File: src/rtl/branch_predictor.sv
// Direct-mapped BTB with 2-bit saturating counters, same-cycle lookup, registered
// mispredict redirect and saturating branch/mispredict statistics.
module branch_predictor #(
  parameter int unsigned ADDR_WIDTH  = 32,
  parameter int unsigned INDEX_WIDTH = 4
) (
  input  logic                  clk,
  input  logic                  rstN,
  input  logic [ADDR_WIDTH-1:0] fetchPC,
  output logic                  predTaken,
  output logic [ADDR_WIDTH-1:0] predTarget,
  input  logic                  flush,
  input  logic                  updValid,
  input  logic [ADDR_WIDTH-1:0] updPC,
  input  logic                  updTaken,
  input  logic [ADDR_WIDTH-1:0] updTarget,
  input  logic                  updPredTaken,
  input  logic [ADDR_WIDTH-1:0] updPredTarget,
  output logic                  mispredict,
  output logic [ADDR_WIDTH-1:0] redirectPC,
  output logic [31:0]           branchCount,
  output logic [31:0]           missCount
);

  localparam int unsigned Entries  = 2 ** INDEX_WIDTH;
  localparam int unsigned TagWidth = ADDR_WIDTH - INDEX_WIDTH - 2;

  logic                  valid_q  [Entries];
  logic [TagWidth-1:0]   tag_q    [Entries];
  logic [ADDR_WIDTH-1:0] target_q [Entries];
  logic [1:0]            ctr_q    [Entries];

  logic [INDEX_WIDTH-1:0] fetch_idx, upd_idx;
  logic [TagWidth-1:0]    fetch_tag, upd_tag;
  logic                   fetch_hit, upd_hit;
  logic                   miss;
  logic [ADDR_WIDTH-1:0]  correct_pc;
  logic [1:0]             ctr_upd;

  logic                  mispredict_q;
  logic [ADDR_WIDTH-1:0] redirect_q;
  logic [31:0]           branch_count_q, miss_count_q;

  // Word-offset bits never reach the table.
  logic unused_pc_bits;
  assign unused_pc_bits = ^{fetchPC[1:0], updPC[1:0]};

  assign fetch_idx = fetchPC[INDEX_WIDTH+1:2];
  assign fetch_tag = fetchPC[ADDR_WIDTH-1:INDEX_WIDTH+2];
  assign upd_idx   = updPC[INDEX_WIDTH+1:2];
  assign upd_tag   = updPC[ADDR_WIDTH-1:INDEX_WIDTH+2];

  assign fetch_hit  = valid_q[fetch_idx] && (tag_q[fetch_idx] == fetch_tag);
  assign upd_hit    = valid_q[upd_idx] && (tag_q[upd_idx] == upd_tag);
  assign predTaken  = fetch_hit && ctr_q[fetch_idx][1];
  assign predTarget = predTaken ? target_q[fetch_idx] : fetchPC + ADDR_WIDTH'(4);

  assign miss = updValid && ((updTaken != updPredTaken) ||
                             (updTaken && (updTarget != updPredTarget)));
  assign correct_pc = updTaken ? updTarget : updPC + ADDR_WIDTH'(4);

  always_comb begin
    ctr_upd = ctr_q[upd_idx];
    if (updTaken && (ctr_q[upd_idx] != 2'd3)) begin
      ctr_upd = ctr_q[upd_idx] + 2'd1;
    end else if (!updTaken && (ctr_q[upd_idx] != 2'd0)) begin
      ctr_upd = ctr_q[upd_idx] - 2'd1;
    end
  end

  // Flush drops only valid bits; targets and counters survive for reuse.
  always_ff @(posedge clk or negedge rstN) begin
    if (!rstN) begin
      for (int unsigned i = 0; i < Entries; i++) begin
        valid_q[INDEX_WIDTH'(i)]  <= 1'b0;
        tag_q[INDEX_WIDTH'(i)]    <= '0;
        target_q[INDEX_WIDTH'(i)] <= '0;
        ctr_q[INDEX_WIDTH'(i)]    <= 2'd1;
      end
    end else if (flush) begin
      for (int unsigned i = 0; i < Entries; i++) begin
        valid_q[INDEX_WIDTH'(i)] <= 1'b0;
      end
    end else if (updValid) begin
      if (upd_hit) begin
        ctr_q[upd_idx] <= ctr_upd;
        if (updTaken) begin
          target_q[upd_idx] <= updTarget;
        end
      end else if (updTaken) begin
        valid_q[upd_idx]  <= 1'b1;
        tag_q[upd_idx]    <= upd_tag;
        target_q[upd_idx] <= updTarget;
        ctr_q[upd_idx]    <= 2'd2;
      end
    end
  end

  always_ff @(posedge clk or negedge rstN) begin
    if (!rstN) begin
      mispredict_q   <= 1'b0;
      redirect_q     <= '0;
      branch_count_q <= '0;
      miss_count_q   <= '0;
    end else begin
      mispredict_q <= miss;
      if (miss) begin
        redirect_q <= correct_pc;
      end
      if (updValid && (branch_count_q != '1)) begin
        branch_count_q <= branch_count_q + 32'd1;
      end
      if (miss && (miss_count_q != '1)) begin
        miss_count_q <= miss_count_q + 32'd1;
      end
    end
  end

  assign mispredict  = mispredict_q;
  assign redirectPC  = redirect_q;
  assign branchCount = branch_count_q;
  assign missCount   = miss_count_q;

endmodule

File: config.mk
export PLATFORM = sky130hd
export DESIGN_NAME = branch_predictor
export DESIGN_NICKNAME = d
export VERILOG_FILES = /design/src/rtl/branch_predictor.sv
export SDC_FILE = /design/constraint.sdc
export NUM_CORES = 2
export LEC_CHECK = 0
export CELL_PAD_IN_SITES_DETAIL_PLACEMENT = 0
export CELL_PAD_IN_SITES_GLOBAL_PLACEMENT = 2
export CORE_UTILIZATION = 45
export DETAILED_ROUTE_END_ITERATION = 16
export GPL_ROUTABILITY_DRIVEN = 0
export HOLD_SLACK_MARGIN = 0.05
export PLACE_DENSITY_LB_ADDON = 0.1
export SLEW_MARGIN = 20
export SYNTH_ARGS = -nofsm -noshare
export SYNTH_HDL_FRONTEND = slang
export SYNTH_SLANG_ARGS = --single-unit
File: constraint.sdc
create_clock -name clk -period 5.25 [get_ports clk]
set_clock_uncertainty 0.1 [all_clocks]
set_input_delay 0.7875 -clock clk [delete_from_list [all_inputs] [get_ports clk]]
set_output_delay 0.7875 -clock clk [all_outputs]
set_load 0.01 [all_outputs]
**Yosys cells after proc, flatten, opt, wreduce, memory -nomap -nowiden**

Cells that the tools add are included.

- Add/sub/neg operators: 6
- Magnitude comparators: 3
- Equality and inequality tests: 8
- Mux-type cells: 42
- Bitwise logic cells: 8
- Reduce and logical (&&, ||, !) cells: 20

Operator list:

| operator | number |
|---|---|
| bitwise mux 512 bit | 1 |
| bitwise mux 416 bit | 1 |
| two-way mux 32 bit | 7 |
| binary-select mux 26 bit (select 4 bit) | 2 |
| two-way mux 26 bit | 5 |
| binary-select mux 32 bit (select 4 bit) | 1 |
| demux 32 bit (select 4 bit) | 1 |
| demux 26 bit (select 4 bit) | 1 |
| adder 32 x 1 -> 32 bit (second input constant) | 2 |
| adder 32 x 3 -> 32 bit (second input constant) | 2 |
| two-way mux 16 bit | 4 |
| != test 32 bit (second input constant) | 2 |
| equality test 26 bit | 2 |
| bitwise mux 32 bit | 1 |
| != test 32 bit | 1 |
| OR 16 bit | 2 |
| bitwise AND 16 bit | 1 |
| binary-select mux 2 bit (select 4 bit) | 2 |
| NOT 16 bit | 1 |
| two-way mux 2 bit | 7 |
| greater-or-equal comparator 5 bit (second input constant) | 2 |
| logical AND 1 bit | 10 |
| NOT 4 -> 5 bit | 2 |
| AND reduction 3 bit | 3 |
| 14 further kinds | 24 |

- Bits in registers: 1073
- Output and inout bits: 130
- Word-level logic and storage cells: 155

**Depth between registers and ports, before layout**

- Word-level depth: 10
- Mapped depth: 16

**Worst setup path after synthesis**

No wires, ideal clock.

- Path kind: input-to-output
- Start point: in fetchPC[2]
- End point: out predTarget[0]
- Arrival time: 4.090 ns
- Data required time: 4.363 ns
- Setup slack: 0.273 ns
- Stages on the path: 10
- Buffers on the path: 7
- Path through: buf_2 buf_2 buf_2 clkbuf_1 buf_2 clkbuf_1 buf_1 mux4_2 mux4_2 mux2_2

- Cells in the longest elaborated chain, start to end: 8
- Elaborated cells on any way between the ends: 17
- Those cells by class: eq/ne (1); mux (13); bitwise (1); reduce/logical (2)

RTL lines:

| element | line | RTL |
|---|---|---|
| start: declaration | 9 | `input logic [ADDR_WIDTH-1:0] fetchPC,` |
| NOT 4 -> 5 bit (not written as such) (*) | 53, 55, 56 |  |
| binary-select mux 26 bit (select 4 bit) | 53 | `assign fetch_hit = valid_q[fetch_idx] && (tag_q[fetch_idx] == fetch_tag);` |
| two-way mux 26 bit (not written as such) (2 in a row) | 53 |  |
| equality test 26 bit | 53 |  |
| logical AND 1 bit | 53 |  |
| logical AND 1 bit | 55 | `assign predTaken = fetch_hit && ctr_q[fetch_idx][1];` |
| two-way mux 32 bit (*) | 56 | `assign predTarget = predTaken ? target_q[fetch_idx] : fetchPC + ADDR_WIDTH'(4);` |
| end: declaration | 11 | `output logic [ADDR_WIDTH-1:0] predTarget,` |

Every way passes the cells marked *; elsewhere a longest branch is shown, timed or not. The select of a mux whose other input is x is not followed.

**Worst setup path after layout**

- Start point: reg tag_q[84] (netlist bit)
- End point: out predTaken

- Cells in the longest elaborated chain, start to end: 6

RTL lines:

| element | line | RTL |
|---|---|---|
| start: declaration | 29 | `logic [TagWidth-1:0] tag_q [Entries];` |
| start signal: indexed assignment | 92 | `tag_q[upd_idx] <= upd_tag;` |
| binary-select mux 26 bit (select 4 bit) | 53 |  |
| two-way mux 26 bit (not written as such) (2 in a row) | 53 |  |
| equality test 26 bit | 53 |  |
| logical AND 1 bit | 53 |  |
| logical AND 1 bit | 55 |  |
| end: declaration | 10 | `output logic predTaken,` |

No other way between the ends. The select of a mux whose other input is x is not followed.

==> flow_summary.json <==
{
  "dp.cells": 5672,
  "crit_chain": "mux4_2, mux4_2, xnor2_1, buf_4, buf_4, nand2_1, or4b_2, nor3_4, buf_6, clkdlybuf4s50_1",
  "grt_first_pass_wirelength_um": 281000,
  "arrival_ps": 4260,
  "p_clk_share_pct": 39.9,
  "antenna_found_initial": 14,
  "maxSlewHeadroom_pct": 36.5,
  "switchingPower_uw": 6310,
  "syn_area_per_cell_um2": 14.6,
  "cts_tree": "built",
  "power_density_nw_per_um2": 354,
  "synth-seq-cells": 1073,
  "drive_gt1_share_pct": 46.0,
  "dp_hpwl_um": 127000,
  "rows": 129,
  "final_util_pct": 54.1,
  "die_w_um": 355,
  "clk_latency_ps": 770,
  "grt_max_degree": 145,
  "grt_setup_unrepaired": "false",
  "io_buffers": 263,
  "critPathTopFamily": "simple AND/OR/NAND/NOR gates",
  "cp_slowest_cell": "or4b_2",
  "cap_viol_max_count": 0,
  "cts_sinks": 1073,
  "fin_total_pwr_uw": 23700,
  "die_h_um": 355,
  "worstMarginPinSlew_ps": 950,
  "r2r_end": "tag_q[325]$_DFFE_PN0P_",
  "leakagePower_uw": 0.0294,
  "ys_warn_count": 0,
  "overflow": 0,
  "cpPeakStageDelay_ps": 730,
  "initial_core_util_pct": 45.4,
  "fmax_mhz": 194,
  "vias": 36900,
  "cts_buffers": 120,
  "seqPwrFrac_pct": 42.7,
  "timing.hold.ws_ps": 383,
  "syn_inst": 3853,
  "dr.first_iter.drc_count": 3525,
  "ant_nets": 0,
  "synth_flop_cell": "dfrtp_1",
  "crit_type": "reg2out",
  "post-route-period-util_pct": 98.0,
  "ys_types": 85,
  "cp-endpoint": "predTaken",
  "drc_errors": 0,
  "critPathRequiredTime_ps": 4360,
  "synth_edf_count": 0,
  "pwr-share-comb_pct": 17.4,
  "io_pins": 264,
  "layout.area.seq_um2": 26900,
  "worstSetupStartpointType": "flop",
  "rr_startpoint": "tag_q[95]$_DFFE_PN0P_",
  "area.growth.synth_to_final_pct": 19.3,
  "clockBufferDepth": 3,
  "crit_cells": 10,
  "crit_path_end_kind": "primary output",
  "nets": 4319,
  "status": "complete, no violations",
  "ir_worst_vdd_v": 0.000273,
  "avgRoutedWirePerCell_um": 32.7,
  "final_max_slew_viol_count": 0,
  "finalSetupViolations": 0,
  "reg2reg_slack_ps": 1420,
  "synth_area_um2": 56100,
  "min_path_type": "reg2reg",
  "crit_path_start": "tag_q[84]$_DFFE_PN0P_",
  "firstDrtPassIters": 6,
  "grt_usage_pct": 30.8,
  "clk_pin_slew_ps": 60,
  "finalHoldViolations": 0,
  "final-instance-count-excl-fill": 5920,
  "core_um2": 124000,
  "min_period_ps": 5140,
  "path_buf_inv": 4,
  "ys_seq_area_share_pct": 47.9,
  "dieArea_um2": 126000,
  "worst-r2r-cell-count": 11,
  "cts_root_buffer": "clkbuf_16",
  "viasPerCell": 6.23,
  "drt_wl_total_um": 193000,
  "h-tree-depth": 3,
  "fillers": 10100,
  "cp_max_fo": 3,
  "min_path_cells": 1,
  "syn_nets": 3996,
  "grt_pass1_vias": 38600,
  "intPower_uw": 17400,
  "switching_share_pct": 26.7,
  "ys_async_sr_fraction_pct": 100,
  "multi_input_area_um2": 27600
}
==> power groups by stage <==
stage	registers [µW]	clock network, µW	logic (µW)
after global placement	10100	0	3980
after floorplan	9960	0	2580
final	10100	9450	4120
after global routing	10200	9960	4360
after detailed placement	10200	0	4080
after CTS	10100	9620	4100
==> how the worst min path moves through the flow <==
stage	slack (ps)	startpoint	endpoint
3_3_place_gp	370	ctr_q[28]$_DFFE_PN1P_	ctr_q[28]$_DFFE_PN1P_
3_5_place_dp	370	ctr_q[14]$_DFFE_PN1P_	ctr_q[14]$_DFFE_PN1P_
4_1_cts	380	ctr_q[14]$_DFFE_PN1P_	ctr_q[14]$_DFFE_PN1P_
6_report	380	ctr_q[8]$_DFFE_PN1P_	ctr_q[8]$_DFFE_PN1P_
5_1_grt	400	ctr_q[10]$_DFFE_PN1P_	ctr_q[10]$_DFFE_PN1P_
2_1_floorplan	360	ctr_q[28]$_DFFE_PN1P_	ctr_q[28]$_DFFE_PN1P_
==> per-layer routing <==
metal  wire, µm  track usage [%]  up-vias
li1           -                -    15100
met3      15600             6.94      271
met4       6100             9.78       16
met1      82400             43.3    20000
met5         98                0        -
met2      89200             47.3     1542
==> per-stage QoR <==
step                TNS (ps)  setup WS (ps)  cell area, µm²
floorplan                  0            273           56100
global placement      -10310           -340           62100
detailed placement     -7710           -355           62100
CTS                    -25.7          -25.7           66700
global route               0           17.0           66900
finish                     0            106           66900
==> synthesized netlist by cell type (12+ instances only) <==
master / n / area, µm²
dfrtp_1: 1057 / 26500
mux2_2: 824 / 9280
mux4_2: 368 / 8290
clkbuf_1: 221 / 830
mux2_4: 190 / 2850
xnor2_1: 131 / 1150
nand2_1: 125 / 469
mux2i_1: 92 / 921
nor2_1: 89 / 334
nand3_1: 79 / 395
xor2_1: 69 / 604
o21ai_0: 50 / 250
buf_2: 45 / 225
nand4_1: 42 / 263
buf_1: 41 / 154
buf_6: 34 / 383
inv_1: 33 / 124
nor3_1: 28 / 140
a21oi_1: 25 / 125
and3_1: 22 / 138
a21o_1: 17 / 128
nor2b_1: 17 / 106
dfstp_2: 16 / 420
o2bb2ai_1: 16 / 140
buf_4: 14 / 105
a22oi_1: 13 / 97.6
o2111ai_1: 13 / 114
o22ai_1: 13 / 81.3
a22o_1: 12 / 105
==> cell families (layout without fill, tap and decap cells) <==
| family | count (synthesis) | after routing | share of synthesized area [%] |
|---|---|---|---|
| buffers and inverters | 391 | 819 | 3.29 |
| XOR/XNOR | 200 | 200 | 3.12 |
| flip-flops | 1073 | 1073 | 47.9 |
| adder cells (fa/ha/maj) | 9 | 9 | 0.201 |
| AND/OR/NAND/NOR | 477 | 477 | 4.49 |
| AO/OA/AOI/OAI | 229 | 229 | 2.95 |
| other | 0 | 2 | 0 |
| multiplexers | 1474 | 1474 | 38.0 |
==> timing repair <==
item	in CTS	in global routing
hold buffers	1	0
pin swaps	2	2
gates resized for setup	50	9
cloned	2	2
hold endpoints to repair	58	0
buffers inserted	3	11
endpoints found under the setup margin	33	33
==> cell type report <==
class,count,share of cell area (%)
diodes,2,0.00748
clock buffers,167,5.14
clock inverters,60,1.56
inverters,35,0.196
multi-input cells,2389,41.2
flip-flops and latches,1073,40.1
well taps,1637,3.06
repair buffers,557,8.68
==> state kept, by name, indices dropped and copies added (netlist names) <==
signal and flops:
branchCount 32, tag_q 416, missCount 32, redirectPC 32, valid_q 16, ctr_q 32, target_q 512, mispredict 1
==> cells in the final DEF, fill, tap and decap left out, drive strengths merged, types with 9 or more instances in the layout <==
cell | netlist | routed
a22o | 12 | 12
nand4 | 42 | 42
mux2 | 1014 | 1014
clkdlybuf4s50 | 0 | 222
dfrtp | 1057 | 1057
xor2 | 69 | 69
a211oi | 9 | 9
o22ai | 13 | 13
and4 | 10 | 10
clkinv | 1 | 27
o2111ai | 13 | 13
mux4 | 368 | 368
a21oi | 25 | 25
buf | 135 | 299
inv | 34 | 37
dlygate4sd2 | 0 | 32
o21ai | 50 | 50
o2bb2ai | 16 | 16
bufinv | 0 | 23
xnor2 | 131 | 131
mux2i | 92 | 92
ha | 9 | 9
nor2 | 92 | 92
and3 | 22 | 22
a22oi | 13 | 13
nor4 | 11 | 11
nor2b | 18 | 18
a21o | 17 | 17
dfstp | 16 | 16
nor3 | 41 | 41
nand3 | 82 | 82
clkbuf | 221 | 169
nand2 | 126 | 126
==> worst register-to-register path: cells and delay by family, from the launching register on <==
kind | cells | cell delay (ps)
AOI/OAI and AO/OA | 1 | 340
xor gates and xnor gates | 1 | 480
buffers and inverters | 3 | 580
DFF | 1 | 400
muxes | 2 | 840
and+or+nand+nor | 4 | 940
Note: power is estimated with default switching activity, not from simulation.
